### src/rtl/mem_arbiter_if.sv
// mem_arbiter_if: request, response and RAM-port signals of the memory arbiter.
interface mem_arbiter_if;
    logic        iREN;
    logic [31:0] iaddr;
    logic [31:0] iload;
    logic        iwait;
    logic        dREN;
    logic        dWEN;
    logic [31:0] daddr;
    logic [31:0] dstore;
    logic [31:0] dload;
    logic        dwait;
    logic        ramREN;
    logic        ramWEN;
    logic [31:0] ramaddr;
    logic [31:0] ramstore;
    logic [31:0] ramload;
    logic [1:0]  ramstate;
    logic        bus_err;

    modport slave (
        input  iREN, iaddr, dREN, dWEN, daddr, dstore, ramload, ramstate,
        output iload, iwait, dload, dwait, ramREN, ramWEN, ramaddr, ramstore, bus_err
    );

    modport master (
        output iREN, iaddr, dREN, dWEN, daddr, dstore, ramload, ramstate,
        input  iload, iwait, dload, dwait, ramREN, ramWEN, ramaddr, ramstore, bus_err
    );
endinterface

### src/rtl/mem_arbiter.sv
// mem_arbiter: grants instruction or data requests onto one RAM port, holding each grant
// until ACCESS, ERROR or timeout; data wins ties unless it won the previous grant.
module mem_arbiter #(
    parameter int TIMEOUT_CYCLES = 255,
    parameter int CNT_W          = 8
) (
    input logic          CLK,
    input logic          RST,
    mem_arbiter_if.slave bus
);
    localparam logic [1:0] ACCESS = 2'd2;
    localparam logic [1:0] ERROR  = 2'd3;
    localparam logic [31:0] ERR_DATA = 32'hBAD1BAD1;

    typedef enum logic [1:0] {IDLE, DGRANT, IGRANT} state_t;

    state_t state, next_state, arb;
    logic [CNT_W-1:0] cnt;
    logic [31:0] lat_addr, lat_store, rdata;
    logic lat_rw, last_d, bus_err_q;
    logic dreq, granted, acc, timeout, err, done, grant, dwait, iwait;

    always_comb begin
        dreq       = bus.dREN | bus.dWEN;
        granted    = state != IDLE;
        acc        = granted && bus.ramstate == ACCESS;
        timeout    = granted && cnt == CNT_W'(TIMEOUT_CYCLES);
        err        = granted && !acc && (bus.ramstate == ERROR || timeout);
        done       = acc || err;
        arb        = (dreq && bus.iREN) ? (last_d ? IGRANT : DGRANT) :
                     dreq ? DGRANT : bus.iREN ? IGRANT : IDLE;
        next_state = (!granted || done) ? arb : state;
        grant      = (!granted || done) && arb != IDLE;
        dwait      = !(state == DGRANT && done);
        iwait      = !(state == IGRANT && done);
        rdata      = err ? ERR_DATA : bus.ramload;
    end

    always_ff @(posedge CLK or posedge RST) begin
        if (RST) begin
            state     <= IDLE;
            cnt       <= '0;
            lat_addr  <= '0;
            lat_store <= '0;
            lat_rw    <= 1'b0;
            last_d    <= 1'b0;
            bus_err_q <= 1'b0;
        end else begin
            state     <= next_state;
            bus_err_q <= err;
            if (grant) begin
                cnt       <= '0;
                lat_addr  <= arb == DGRANT ? bus.daddr : bus.iaddr;
                lat_store <= bus.dstore;
                lat_rw    <= bus.dWEN;
                last_d    <= arb == DGRANT;
            end else if (granted && !done) begin
                cnt <= cnt + 1'b1;
            end
        end
    end

    // strobes come only from state and latched rw, and fall during the timeout abort cycle
    assign bus.ramREN   = !timeout && (state == IGRANT || (state == DGRANT && !lat_rw));
    assign bus.ramWEN   = !timeout && state == DGRANT && lat_rw;
    assign bus.ramaddr  = lat_addr;
    assign bus.ramstore = lat_store;
    assign bus.dwait    = dwait;
    assign bus.iwait    = iwait;
    assign bus.dload    = dwait ? '0 : rdata;
    assign bus.iload    = iwait ? '0 : rdata;
    assign bus.bus_err  = bus_err_q;
endmodule

### src/flat_wrapper.sv
// flat-port wrapper written by rule: the top's interface ports become plain ports
module mem_arbiter_flat 
#(
    parameter int TIMEOUT_CYCLES = 255,
    parameter int CNT_W          = 8
)
  (CLK, RST, bus_iREN, bus_iaddr, bus_dREN, bus_dWEN, bus_daddr, bus_dstore, bus_ramload, bus_ramstate, bus_iload, bus_iwait, bus_dload, bus_dwait, bus_ramREN, bus_ramWEN, bus_ramaddr, bus_ramstore, bus_bus_err);
  mem_arbiter_if bus_i ();
  input logic CLK;
  input logic RST;
  input wire logic [$bits(bus_i.iREN)-1:0] bus_iREN;
  input wire logic [$bits(bus_i.iaddr)-1:0] bus_iaddr;
  input wire logic [$bits(bus_i.dREN)-1:0] bus_dREN;
  input wire logic [$bits(bus_i.dWEN)-1:0] bus_dWEN;
  input wire logic [$bits(bus_i.daddr)-1:0] bus_daddr;
  input wire logic [$bits(bus_i.dstore)-1:0] bus_dstore;
  input wire logic [$bits(bus_i.ramload)-1:0] bus_ramload;
  input wire logic [$bits(bus_i.ramstate)-1:0] bus_ramstate;
  output wire logic [$bits(bus_i.iload)-1:0] bus_iload;
  output wire logic [$bits(bus_i.iwait)-1:0] bus_iwait;
  output wire logic [$bits(bus_i.dload)-1:0] bus_dload;
  output wire logic [$bits(bus_i.dwait)-1:0] bus_dwait;
  output wire logic [$bits(bus_i.ramREN)-1:0] bus_ramREN;
  output wire logic [$bits(bus_i.ramWEN)-1:0] bus_ramWEN;
  output wire logic [$bits(bus_i.ramaddr)-1:0] bus_ramaddr;
  output wire logic [$bits(bus_i.ramstore)-1:0] bus_ramstore;
  output wire logic [$bits(bus_i.bus_err)-1:0] bus_bus_err;
  assign bus_i.iREN = bus_iREN;
  assign bus_i.iaddr = bus_iaddr;
  assign bus_i.dREN = bus_dREN;
  assign bus_i.dWEN = bus_dWEN;
  assign bus_i.daddr = bus_daddr;
  assign bus_i.dstore = bus_dstore;
  assign bus_i.ramload = bus_ramload;
  assign bus_i.ramstate = bus_ramstate;
  assign bus_iload = bus_i.iload;
  assign bus_iwait = bus_i.iwait;
  assign bus_dload = bus_i.dload;
  assign bus_dwait = bus_i.dwait;
  assign bus_ramREN = bus_i.ramREN;
  assign bus_ramWEN = bus_i.ramWEN;
  assign bus_ramaddr = bus_i.ramaddr;
  assign bus_ramstore = bus_i.ramstore;
  assign bus_bus_err = bus_i.bus_err;
  mem_arbiter #(.TIMEOUT_CYCLES(TIMEOUT_CYCLES), .CNT_W(CNT_W)) u_core (.CLK(CLK), .RST(RST), .bus(bus_i));
endmodule
### config.mk
export PLATFORM = sky130hd
export DESIGN_NAME = mem_arbiter_flat
export DESIGN_NICKNAME = d
export VERILOG_FILES = /design/src/rtl/mem_arbiter_if.sv /design/src/rtl/mem_arbiter.sv /design/src/flat_wrapper.sv
export SDC_FILE = /design/constraint.sdc
export NUM_CORES = 1
export LEC_CHECK = 0
export CAP_MARGIN = 10
export CORE_ASPECT_RATIO = 1.1
export CORE_MARGIN = 2
export CORE_UTILIZATION = 33
export DETAILED_ROUTE_END_ITERATION = 7
export HOLD_SLACK_MARGIN = 0.15
export PLACE_DENSITY = 0.78
export SYNTH_ARGS = -nofsm -noshare
export SYNTH_HDL_FRONTEND = slang
export SYNTH_SLANG_ARGS = --single-unit
### constraint.sdc
create_clock -name CLK -period 2.14 [get_ports CLK]
set_input_delay 0.214 -clock CLK [delete_from_list [all_inputs] [get_ports CLK]]
set_output_delay 0.214 -clock CLK [all_outputs]
set_load 0.03 [all_outputs]
; ---- Yosys cells after proc, flatten, opt, wreduce, memory -nomap -nowiden
; Cells that the tools add are included.
; Widths: inputs -> output; s select.
[word_totals]
reg_bits = 77
[classes]
n_addsub = 1
n_eq_ne = 6
mux = 10
bitwise_logic = 1
reduce_logical = 27
[op_table]
columns = op, n
row1 = $mux 32, 4
row2 = $mux 8, 2
row3 = $logic_and 1x1->1, 13
row4 = $add 8x1->8 const B, 1
row5 = $eq 8x8->1 const B, 1
row6 = $mux 2, 4
row7 = $logic_not 1->1, 7
row8 = $eq 2x2->1 const B, 3
row9 = $reduce_bool 2->1, 3
row10 = $eq 2x1->1 const B, 2
row11 = $logic_or 1x1->1, 4
row12 = $or 1x1->1, 1

; ---- Logic depth before layout (Yosys ltp)
; Gate-level depths: netlist (run 1).
[logic_depth]
word_depth = 10
mapped_depth = 7
ltp_nobuf = 5

; ---- Worst setup path after synthesis (run 1)
; Ideal clock, no wire load.
[synth_timing]
path_kind = register -> output
startpoint = register u_core.cnt[0]
endpoint = output port bus_dload[15]
t_arrival_ns = 1.937
t_required_ns = 1.926
slack_ns = -0.011
path_stages_with_launch = 7
path_cell_list = dfrtp_1 -> ha_1 -> nand3_1 -> nor2_1 -> o21ai_2 -> clkbuf_1 -> nor2_1
[synth_via]
elab_chain_cells = 7
elab_cells_between_ends = 8
classes_between = 1 x eq/ne / 2 x mux / 5 x reduce/logical
[synth_lines]
columns = element, line
row1 = from (decl), mem_arbiter.sv:18  ; logic [CNT_W-1:0] cnt;
row2 = from (signal assigned), mem_arbiter.sv:58  ; cnt <= cnt + 1'b1;
row3 = $eq 8x8->1 *, mem_arbiter.sv:27  ; timeout = granted && cnt == CNT_W'(TIMEOUT_CYCLES);
row4 = $logic_and 1x1->1 *, mem_arbiter.sv:27
row5 = $logic_or 1x1->1 *, mem_arbiter.sv:28  ; err = granted && !acc && (bus.ramstate == ERROR || timeout);
row6 = $logic_and 1x1->1 *, mem_arbiter.sv:28
row7 = $logic_or 1x1->1, mem_arbiter.sv:29  ; done = acc || err;
row8 = $logic_and 1x1->1, mem_arbiter.sv:34  ; dwait = !(state == DGRANT && done);
row9 = $mux 32 *, mem_arbiter.sv:70  ; assign bus.dload = dwait ? '0 : rdata;
row10 = to (decl), flat_wrapper.sv:21  ; output wire logic [$bits(bus_i.dload)-1:0] bus_dload;
; Every way passes the cells marked *; elsewhere a longest branch is shown, timed or not.

; ---- Worst setup path in the final report (run 1)
[layout_timing]
startpoint = register u_core.cnt[1]
endpoint = output port bus_iload[28]
[layout_via]
elab_chain_cells = 7
elab_cells_between_ends = 8
classes_between = 1 x eq/ne / 2 x mux / 5 x reduce/logical
[layout_lines]
columns = element, line
row1 = $eq 8x8->1 *, mem_arbiter.sv:27
row2 = $logic_and 1x1->1 *, mem_arbiter.sv:27
row3 = $logic_or 1x1->1 *, mem_arbiter.sv:28
row4 = $logic_and 1x1->1 *, mem_arbiter.sv:28
row5 = $logic_or 1x1->1, mem_arbiter.sv:29
row6 = $logic_and 1x1->1, mem_arbiter.sv:35  ; iwait = !(state == IGRANT && done);
row7 = $mux 32 *, mem_arbiter.sv:71  ; assign bus.iload = iwait ? '0 : rdata;
row8 = to (decl), flat_wrapper.sv:19  ; output wire logic [$bits(bus_i.iload)-1:0] bus_iload;
; Marks and branches as above.

==> metrics.md, run 1 <==
| Metric | Value |
|---|---|
| Register area share after synthesis | `48.14%` |
| Count leader, synth | `dfrtp_1` |
| Post-synthesis cell type count | `38` |
| Initial core utilization | `33.55%` |
| Final HPWL DP | `9909 µm` |
| Die area | `13030 µm²` |
| WP data arrival | `between 1500 and 2000 ps` |
| Worst Skew | `6.717 ps` |
| Cells after Synth | `approximately 380` |
| Status | `finished clean` |
| Max Cap Viol | `0` |
| Clock Tree Root | `clkbuf_16` |
| Worst slew pin tran | `roughly 400 ps` |
| Post-Layout Cell Count | `814` |
| Multi-input logic area | `1966 µm²` |
| Synth top area cells | `dfrtp_1 (48%), mux2_4 (11%), mux2i_1 (8.5%)` |
| Nets | `793` |
| Post-route DRC | `0` |
| Ant. Diodes | `0` |
| RSZ-0062 raised after global routing | `yes` |
| Crit path required time | `1930 ps` |
| Worst vdd ir | `~0.00042 V` |
| Cts hold-fix bufs | `0` |
| Rel. slew slack | `73.02%` |
| DP Cell Count | `approximately 800` |
| Syn nets | `515` |
| M3 GR Usage | `6.355%` |
| Hold Path Class | `primary input to asynchronous set/reset pin` |
| Routed Antenna Nets | `0` |
| Top FF cell, synth | `dfrtp_1` |
| Final Hold Fails | `0` |
| Max frequency | `484.0 MHz` |
| WL final | `~13000 µm` |
| CTS sink cnt | `77` |
| Initial DRC Count | `roughly 220` |
| R2r endpoint | `u_core.bus.ramstore[14]` |
| FFs w/ async S/R, synth | `100.0%` |
| CTS buffer count | `9` |
| Largest net degree at the start of global routing | `78` |
| IO Port Bufs | `267` |
| Overflow after GRT | `0` |
| Slowest stage delay, CP | `410 ps` |
| All-Layer GR Usage | `between 10% and 20%` |
| Worst r2r path cells | `6` |
| Slowest cell on crit path | `dfrtp_1` |
| Crit path capture type | `output pin` |
| CP Launch Point | `u_core.cnt[1]` |
| Pre-antenna DRT Iters | `4` |
| Final Setup Violations | `0` |
| Share of post-route cells with drive strength above 1 | `22.42%` |
| GRT busiest layer | `met2` |
| GR met1 Demand/Resource | `between 20% and 30%` |
| Die Height | `119.5 µm` |
| Largest buffer count on any clock path | `2` |
| Post-synth EDFFs | `0` |
| # rows | `42` |
| CTS tree | `yes` |
| Yosys top cell by area | `dfrtp_1` |
| Die Wd | `109.0 µm` |
| M2 GR Usage | `34.70%` |
| Syn_area_per_cell | `~11 µm²` |
| Slew Viols, Final | `0` |
| R2R Setup Slk | `just over 300 ps` |
| Initial antenna violation count | `0` |
| Tmin final | `2066 ps` |
| Vias per cell | `approximately 4.8` |
| Reported leakage power | `0.003292 µW` |
| Worst-Skew Late Latency | `330 ps` |
| Synthesis-to-finish area growth | `77.99%` |
| FF+latch area | `1929 µm²` |
| Clk pin slew, worst setup/hold paths | `60 ps` |
| GP Congestion | `around 0.76` |
| Vias in the first global route | `3957` |
| Post-synthesis register bit count | `77` |
| Via Count | `~3.9k` |
| Yosys warnings | `0` |
| Crit Path Max Fanout | `19` |
| Filler instances | `roughly 970` |
| Htree depth | `3` |
| CP Class | `flop to output pin` |
| Finished Core Util | `59.72%` |
| Per-cell routed wire length | `15.76 µm` |
| FF-to-FF Start | `u_core.cnt[1]` |
| First-pass GRT wire length | `approximately 20000 µm` |
| Critical path cell sequence | `ha_4, and3_4, a21oi_2, or2_1, buf_6, nor2_1, buf_4` |
| IO Count | `268` |
| Netlist Area Pre-Place | `4003 µm²` |
| Synth top area share | `48.14%` |
| PD cells | `836.7 nW/µm²` |
| Startpoint types | `flop` |
| Period utilisation layout | `a little over nine tenths` |
| Synth top cells by count | `dfrtp_1 (77), nor2_1 (60), o21ai_0 (37)` |
| Core area | `between 10000 and 15000 µm²` |
-- metrics by stage --
stage | setup slack [ps] | power (µW) | setup TNS [ps] | hold WS (ps) | instance area [µm²]
finish | 73.71 | 5961 | 0 | 354.5 | 7124
CTS | 31.99 | 6007 | 0 | 363.4 | 7088
global placement | 216.4 | 4534 | 0 | 479.0 | 6797
global route | -5.403 | 6247 | -10.67 | 390.4 | 7124
detailed placement | 163.8 | 4578 | 0 | 489.4 | 6797
floorplan | 33.36 | 3379 | 0 | 348.7 | 4008
-- timing repair --
action,4_1_cts,5_1_grt
gates resized for setup,6,6
buffers inserted,1,3
pin swaps,0,1
endpoints found under the setup margin,39,36
cloned,0,0
-- per-layer routing --
metal	up-vias	share of wire, %
li1	1858	-
met1	1851	35
met2	202	52
met3	23	11
met4	0	2.4
met5	-	0
-- critical path, delay by kind of cell (launching register included) --
kind / cells / cell delay, ps
flops: 1 / 410
simple gates: 3 / 550
fa+ha+maj: 1 / 170
buf+inv: 2 / 330
compound gates: 1 / 60
-- cells in the final DEF (no fill, tap or decap), types with 5 or more instances in the layout --
master           synthesis  layout
nand2_1                  5       5
buf_12                   0       5
buf_4                    0      85
mux2i_1                 34      34
dfrtp_1                 77      75
o21ai_1                 31      31
clkdlybuf4s50_1          0     199
and2_1                  29      29
clkbuf_16                0       9
nor2_1                  60      58
o21ai_0                 37      37
mux2_4                  30      30
nand3_1                  7       7
-- sequential cells by signal, summed over array words and instances (netlist names) --
| signal | count |
|---|---|
| u_core.bus.ramstore | 32 |
| u_core.cnt | 8 |
| u_core.state | 2 |
| u_core.bus.bus_err | 1 |
| u_core.lat_rw | 1 |
| u_core.bus.ramaddr | 32 |
| u_core.last_d | 1 |
-- area by class of cell --
cell class | count | area share [%]
multi-input combinational | 275 | 27.59
sequential | 77 | 27.08
timing repair buffer | 292 | 38.73
clock inverter | 2 | 0.1405
tap | 154 | 2.705
clock buffer | 12 | 3.600
inverter | 2 | 0.1581
-- cell families after synthesis --
family	Yosys count	share of synthesized area, %
adder cells (fa/ha/maj)	1	0.3125
multiplexers	67	20.60
AND/OR/NAND/NOR	121	15.04
XOR/XNOR	2	0.4377
AO/OA/AOI/OAI	84	11.69
buffers and inverters	27	3.782
flip-flops	77	48.14
-- worst max-delay path by stage --
stage                                   endpoint  cells past startpoint  slack, ps
after detailed placement  u_core.bus.ramstore[9]                      6        160
after global placement    u_core.bus.ramstore[9]                      6        220
final                              bus_iload[28]                      7         70
after global routing               bus_iload[16]                      7         -5
after CTS                          bus_iload[15]                      7         30
after floorplan                    bus_iload[15]                      7         30
-- report_power, final --
part	internal [µW]	switching, µW	leakage (µW)	total [µW]
clock network	831	553	0.000134	1380
registers	1740	182	0.000927	1920
logic	1250	1410	0.00223	2650
Power figures use the tool's default switching activity.
==> inputs of run 2 (changes only) <==
--- a/config.mk
+++ b/config.mk
@@ -8,10 +8,11 @@
 export CAP_MARGIN = 10
 export CORE_ASPECT_RATIO = 1.1
 export CORE_MARGIN = 2
-export CORE_UTILIZATION = 33
+export CORE_UTILIZATION = 36
 export DETAILED_ROUTE_END_ITERATION = 7
 export HOLD_SLACK_MARGIN = 0.15
-export PLACE_DENSITY = 0.78
+export PLACE_DENSITY = 0.81
+export SKIP_LAST_GASP = 1
 export SYNTH_ARGS = -nofsm -noshare
 export SYNTH_HDL_FRONTEND = slang
 export SYNTH_SLANG_ARGS = --single-unit
==> constraint.sdc (replaced) <==
create_clock -name CLK -period 2.05 [get_ports CLK]
set_input_delay 0.205 -clock CLK [delete_from_list [all_inputs] [get_ports CLK]]
set_output_delay 0.205 -clock CLK [all_outputs]
set_load 0.03 [all_outputs]
==> metrics.md, run 2 (synthesis results as in run 1) <==
| Metric | Value |
|---|---|
| Worst Skew | `a little over 9 ps` |
| M2 GR Usage | `40.52%` |
| Vias in the first global route | `4010` |
| Worst r2r path cells | `6` |
| Combinational share of power | `roughly 44%` |
| Core area | `10860 µm²` |
| Clock Tree Root | `clkbuf_16` |
| First-pass GRT wire length | `20800 µm` |
| Worst setup margin | `-8.286 ps` |
| Post-route DRC | `0` |
| Worst slew pin tran | `632.1 ps` |
| Cts hold-fix bufs | `0` |
| Clock power share | `24.7%` |
| FF+latch area | `1931 µm²` |
| IO Count | `268` |
| Crit path required time | `1850 ps` |
| Failing checks | `negative setup slack` |
| Worst-Skew Late Latency | `between 300 and 400 ps` |
| Switching part of the total | `between 30% and 40%` |
| Final Setup Violations | `1` |
| Nets | `799` |
| Period utilisation layout | `100.4%` |
| Routed Antenna Nets | `0` |
| FF-to-FF Start | `u_core.cnt[0]` |
| Largest buffer count on any clock path | `2` |
| R2R Setup Slk | `between 100 and 150 ps` |
| Internal | `4095 µW` |
| Synthesis-to-finish area growth | `81.37%` |
| Tmin final | `2058 ps` |
| Slew Viols, Final | `0` |
| Largest net degree at the start of global routing | `39` |
| Die area | `11980 µm²` |
| Worst slack, placed | `122.4 ps` |
| # rows | `40` |
| M3 GR Usage | `9.106%` |
| Multi-input logic area | `2002 µm²` |
| Initial core utilization | `36.85%` |
| Initial DRC Count | `222` |
| CP Class | `flop to output pin` |
| Rel. slew slack | `between 50% and 60%` |
| Die Height | `114.6 µm` |
| WP data arrival | `between 1500 and 2000 ps` |
| Per-cell routed wire length | `16.75 µm` |
| Via Count | `3997` |
| Overflow after GRT | `0` |
| Final HPWL DP | `between 10000 and 15000 µm` |
| Die Wd | `104.5 µm` |
| Commonest cells after routing, fill and taps aside | `clkdlybuf4s50_1 (199), buf_4 (88), dfrtp_1 (74)` |
| Final hold slack | `253.3 ps` |
| Status | `complete, but fails checks` |
| GRT busiest layer | `met2` |
| Vias per cell | `4.886` |
| Share of post-route cells with drive strength above 1 | `24.55%` |
| Post-Layout Cell Count | `818` |
| Worst vdd ir | `0.0004467 V` |
| Hold Path Class | `primary input to asynchronous set/reset pin` |
| Pre-antenna DRT Iters | `6` |
| Clk pin slew, worst setup/hold paths | `~70 ps` |
| GP Congestion | `just under 0.9` |
| Final Hold Fails | `0` |
| WL final | `between 10000 and 15000 µm` |
| Startpoint types | `flop` |
| CTS sink cnt | `77` |
| Htree depth | `3` |
| Commonest non-fill, non-tap cell in the layout | `clkdlybuf4s50_1` |
| RSZ-0062 raised after global routing | `yes` |
| Seq pwr share | `31.2%` |
| Crit path capture type | `output pin` |
| PD cells | `883.0 nW/µm²` |
| DP Cell Count | `796` |
| DP Area | `about 6900 µm²` |
| Max Cap Viol | `0` |
| R2r endpoint | `u_core.cnt[6]` |
| Filler instances | `844` |
| Max frequency | `485.8 MHz` |
| IO Port Bufs | `267` |
| Reported leakage power | `0.003336 µW` |
| Net switching power | `2315 µW` |
| CTS buffer count | `9` |
| All-Layer GR Usage | `22.34%` |
| GR met1 Demand/Resource | `23.58%` |
| CTS tree | `yes` |
| Design area | `7259 µm²` |
| Initial antenna violation count | `5` |
| Crit Path Max Fanout | `19` |
[run 2: metrics by stage]
| step | TNS (ps) | power [µW] | utilization (%) |
|---|---|---|---|
| 2_1_floorplan | -428.7 | 3527 | - |
| 3_3_place_gp | 0 | 4768 | 63.15 |
| 3_5_place_dp | 0 | 4822 | 63.15 |
| 4_1_cts | -44.87 | 6429 | 66.19 |
| 5_1_grt | -977.5 | 6717 | 66.77 |
| 6_report | -8.286 | 6410 | 66.84 |
[run 2: area by class of cell]
type | count | area share (%)
repair buffers | 298 | 38.93
multi-input cells | 275 | 27.58
flip-flops and latches | 77 | 26.59
clock buffers | 9 | 3.102
well taps | 147 | 2.534
clock inverters | 7 | 0.9997
inverters | 2 | 0.1551
diodes | 3 | 0.1034
[run 2: worst max path at each step]
stage,start,end,slack (ps),depth (start not counted)
after global routing,u_core.cnt[1],bus_iload[4],-70,7
after CTS,u_core.cnt[1],bus_iload[0],-30,7
final,u_core.cnt[0],bus_iload[13],-8,7
after global placement,bus_ramstate[1],u_core.bus.ramaddr[29],180,6
after detailed placement,bus_ramstate[1],u_core.bus.ramaddr[29],120,6
after floorplan,u_core.cnt[0],bus_iload[15],-50,7
[run 2: power groups by stage]
stage          clock, µW  sequential (µW)  combinational, µW
3_3_place_gp           0             2010               2760
4_1_cts             1610             2000               2820
2_1_floorplan          0             2540                988
3_5_place_dp           0             2020               2810
6_report            1590             2000               2820
5_1_grt             1700             2040               2980
[run 2: repair_timing]
action / 4_1_cts / 5_1_grt
endpoints found under the setup margin: 39 / 37
gates resized for setup: 7 / 16
setup buffers: 2 / 1
pin swaps: 0 / 2
gates cloned: 0 / 0
[run 2: critical path, cell delays in order (launching register included)]
cell and delay, ps:
dfrtp_1 390, ha_4 160, and3_4 210, a21oi_2 70, or2_1 230, buf_6 160
nor2_1 120, buf_4 170
[run 2: metal layers]
layer,vias to the layer above,share of wire [%]
met5,-,0.17
met4,4,2.2
met3,30,11
met2,214,52
met1,1864,35
li1,1885,-
==> inputs of run 3 (changes only) <==
==> constraint.sdc (replaced) <==
create_clock -name CLK -period 1.9 [get_ports CLK]
set_input_delay 0.19 -clock CLK [delete_from_list [all_inputs] [get_ports CLK]]
set_output_delay 0.19 -clock CLK [all_outputs]
set_load 0.03 [all_outputs]
==> metrics.md, run 3 (synthesis results as in run 1) <==
| Metric | Value |
|---|---|
| Status | `complete, but fails checks` |
| Failing checks | `negative setup slack` |
| # rows | `40` |
| WL final | `around 15000 µm` |
| Internal | `4744 µW` |
| Die area | `11980 µm²` |
| Clock Tree Root | `clkbuf_16` |
| Share of post-route cells with drive strength above 1 | `31.55%` |
| Commonest cells after routing, fill and taps aside | `clkdlybuf4s50_1 (199), dfrtp_1 (76), buf_4 (64)` |
| Per-cell routed wire length | `18.40 µm` |
| Max Cap Viol | `0` |
| IO Port Bufs | `about 270` |
| Net switching power | `around 2700 µW` |
| Clk pin slew, worst setup/hold paths | `roughly 60 ps` |
| Slowest cell on crit path | `dfrtp_1` |
| CTS buffer count | `9` |
| Die Wd | `between 100 and 150 µm` |
| Startpoint types | `flop` |
| Worst slew pin tran | `477.1 ps` |
| GP Congestion | `0.9224` |
| Delay-heaviest family, CP | `simple AND/OR/NAND/NOR gates` |
| PD cells | `approximately 930 nW/µm²` |
| Filler instances | `716` |
| Period utilisation layout | `107.0%` |
| Htree depth | `3` |
| CP Class | `flop to output pin` |
| Post-route DRC | `0` |
| Initial antenna violation count | `1` |
| Core area | `10860 µm²` |
| Crit Path Max Fanout | `5` |
| Nets | `822` |
| Routed Antenna Nets | `0` |
| Synthesis-to-finish area growth | `98.00%` |
| First-pass GRT wire length | `22190 µm` |
| Initial DRC Count | `172` |
| Vias per cell | `4.954` |
| Design area | `7925 µm²` |
| DP Area | `6965 µm²` |
| CTS sink cnt | `77` |
| Final hold slack | `456.8 ps` |
| CTS tree | `yes` |
| WP data arrival | `1840 ps` |
| Worst Skew | `10.61 ps` |
| Max frequency | `roughly 490 MHz` |
| Overflow after GRT | `0` |
| Crit path capture type | `output pin` |
| IO Count | `between 200 and 300` |
| Initial core utilization | `a little under two fifths` |
| Reported leakage power | `0.003557 µW` |
| Combinational share of power | `45.7%` |
| Via Count | `4156` |
| Critical path cell sequence | `ha_4, and3_4, a21oi_2, or2_4, buf_8, nor2_4, buf_6` |
| Tmin final | `2034 ps` |
| Rel. slew slack | `68.08%` |
| Largest buffer count on any clock path | `2` |
| Seq pwr share | `between 20% and 30%` |
| Worst vdd ir | `0.0005031 V` |
| Final Setup Violations | `42` |
| RSZ-0062 raised after global routing | `yes` |
| Final HPWL DP | `10410 µm` |
| Die Height | `around 110 µm` |
| CP Buf/Inv Count | `2` |
| Slew Viols, Final | `0` |
| Pre-antenna DRT Iters | `4` |
| Slowest stage delay, CP | `390 ps` |
| Clock power share | `between 20% and 30%` |
| Final Hold Fails | `0` |
| Switching part of the total | `35.89%` |
| Worst-Skew Late Latency | `330 ps` |
| All-Layer GR Usage | `23.61%` |
| Crit path required time | `1710 ps` |
| Commonest non-fill, non-tap cell in the layout | `clkdlybuf4s50_1` |
| Worst setup margin | `-133.6 ps` |
| Vias in the first global route | `4277` |
| Largest net degree at the start of global routing | `69` |
| Hold Path Class | `primary input to flop` |
==> run 3: layer usage <==
layer  part of all wire (%)  wire length [µm]  GRT usage (%)
met1                     35              5352          24.01
met2                     53              8156          43.97
met3                    8.6              1335          7.399
met4                    3.8               593          11.26
met5                      0                 0              0
==> run 3: power groups by stage <==
stage | clock network [µW] | registers (µW) | logic, µW
4_1_cts | 1880 | 2160 | 3280
5_1_grt | 1960 | 2200 | 3550
2_1_floorplan | 0 | 2740 | 1090
3_3_place_gp | 0 | 2170 | 3010
6_report | 1850 | 2170 | 3380
3_5_place_dp | 0 | 2170 | 3060
==> run 3: what timing repair did <==
action,CTS,global route
buffers inserted,8,2
endpoints found under the hold margin,9,0
gates cloned,6,1
hold buffers,1,0
gates resized for setup,102,50
pin swaps,14,15
endpoints found under the setup margin,48,89
==> run 3: path summary, 6_finish.rpt <==
| check | startpoint | end | slack [ps] | depth (start not counted) |
|---|---|---|---|---|
| setup reg to reg | u_core.state[1] | u_core.bus.ramstore[15] | 20 | 7 |
| hold reg to reg | u_core.bus.ramstore[17] | u_core.bus.ramstore[17] | 490 | 1 |
| min in group asynchronous | RST | u_core.bus.ramstore[5] | 710 | 3 |
| setup / recovery | u_core.cnt[0] | bus_iload[28] | -130 | 7 |
| hold / removal | bus_dstore[17] | u_core.bus.ramstore[17] | 460 | 2 |
| max in group asynchronous | RST | u_core.state[1] | 570 | 4 |
==> run 3: through the flow <==
step	setup WS, ps	total power [µW]	setup TNS (ps)	cells	utilization, %
2_1_floorplan	-182.6	3829	-1910	379	-
3_3_place_gp	-197.9	5184	-853.1	806	64.14
3_5_place_dp	-193.2	5233	-2632	806	64.14
4_1_cts	-82.69	7316	-2362	836	71.12
5_1_grt	-213.4	7712	-6500	839	72.97
6_report	-133.6	7400	-3264	839	72.97
==> run 3: layout make-up <==
cell class                      count  area, µm²  area share (%)
Inverter                            2      11.26          0.1421
Sequential cell                    77       1928           24.33
Tap cell                          147      183.9           2.321
Clock buffer                       10      229.0           2.889
Clock inverter                      6      93.84           1.184
Multi-Input combinational cell    275       2268           28.62
Antenna cell                        1      2.502         0.03158
Timing Repair Buffer              321       3208           40.48
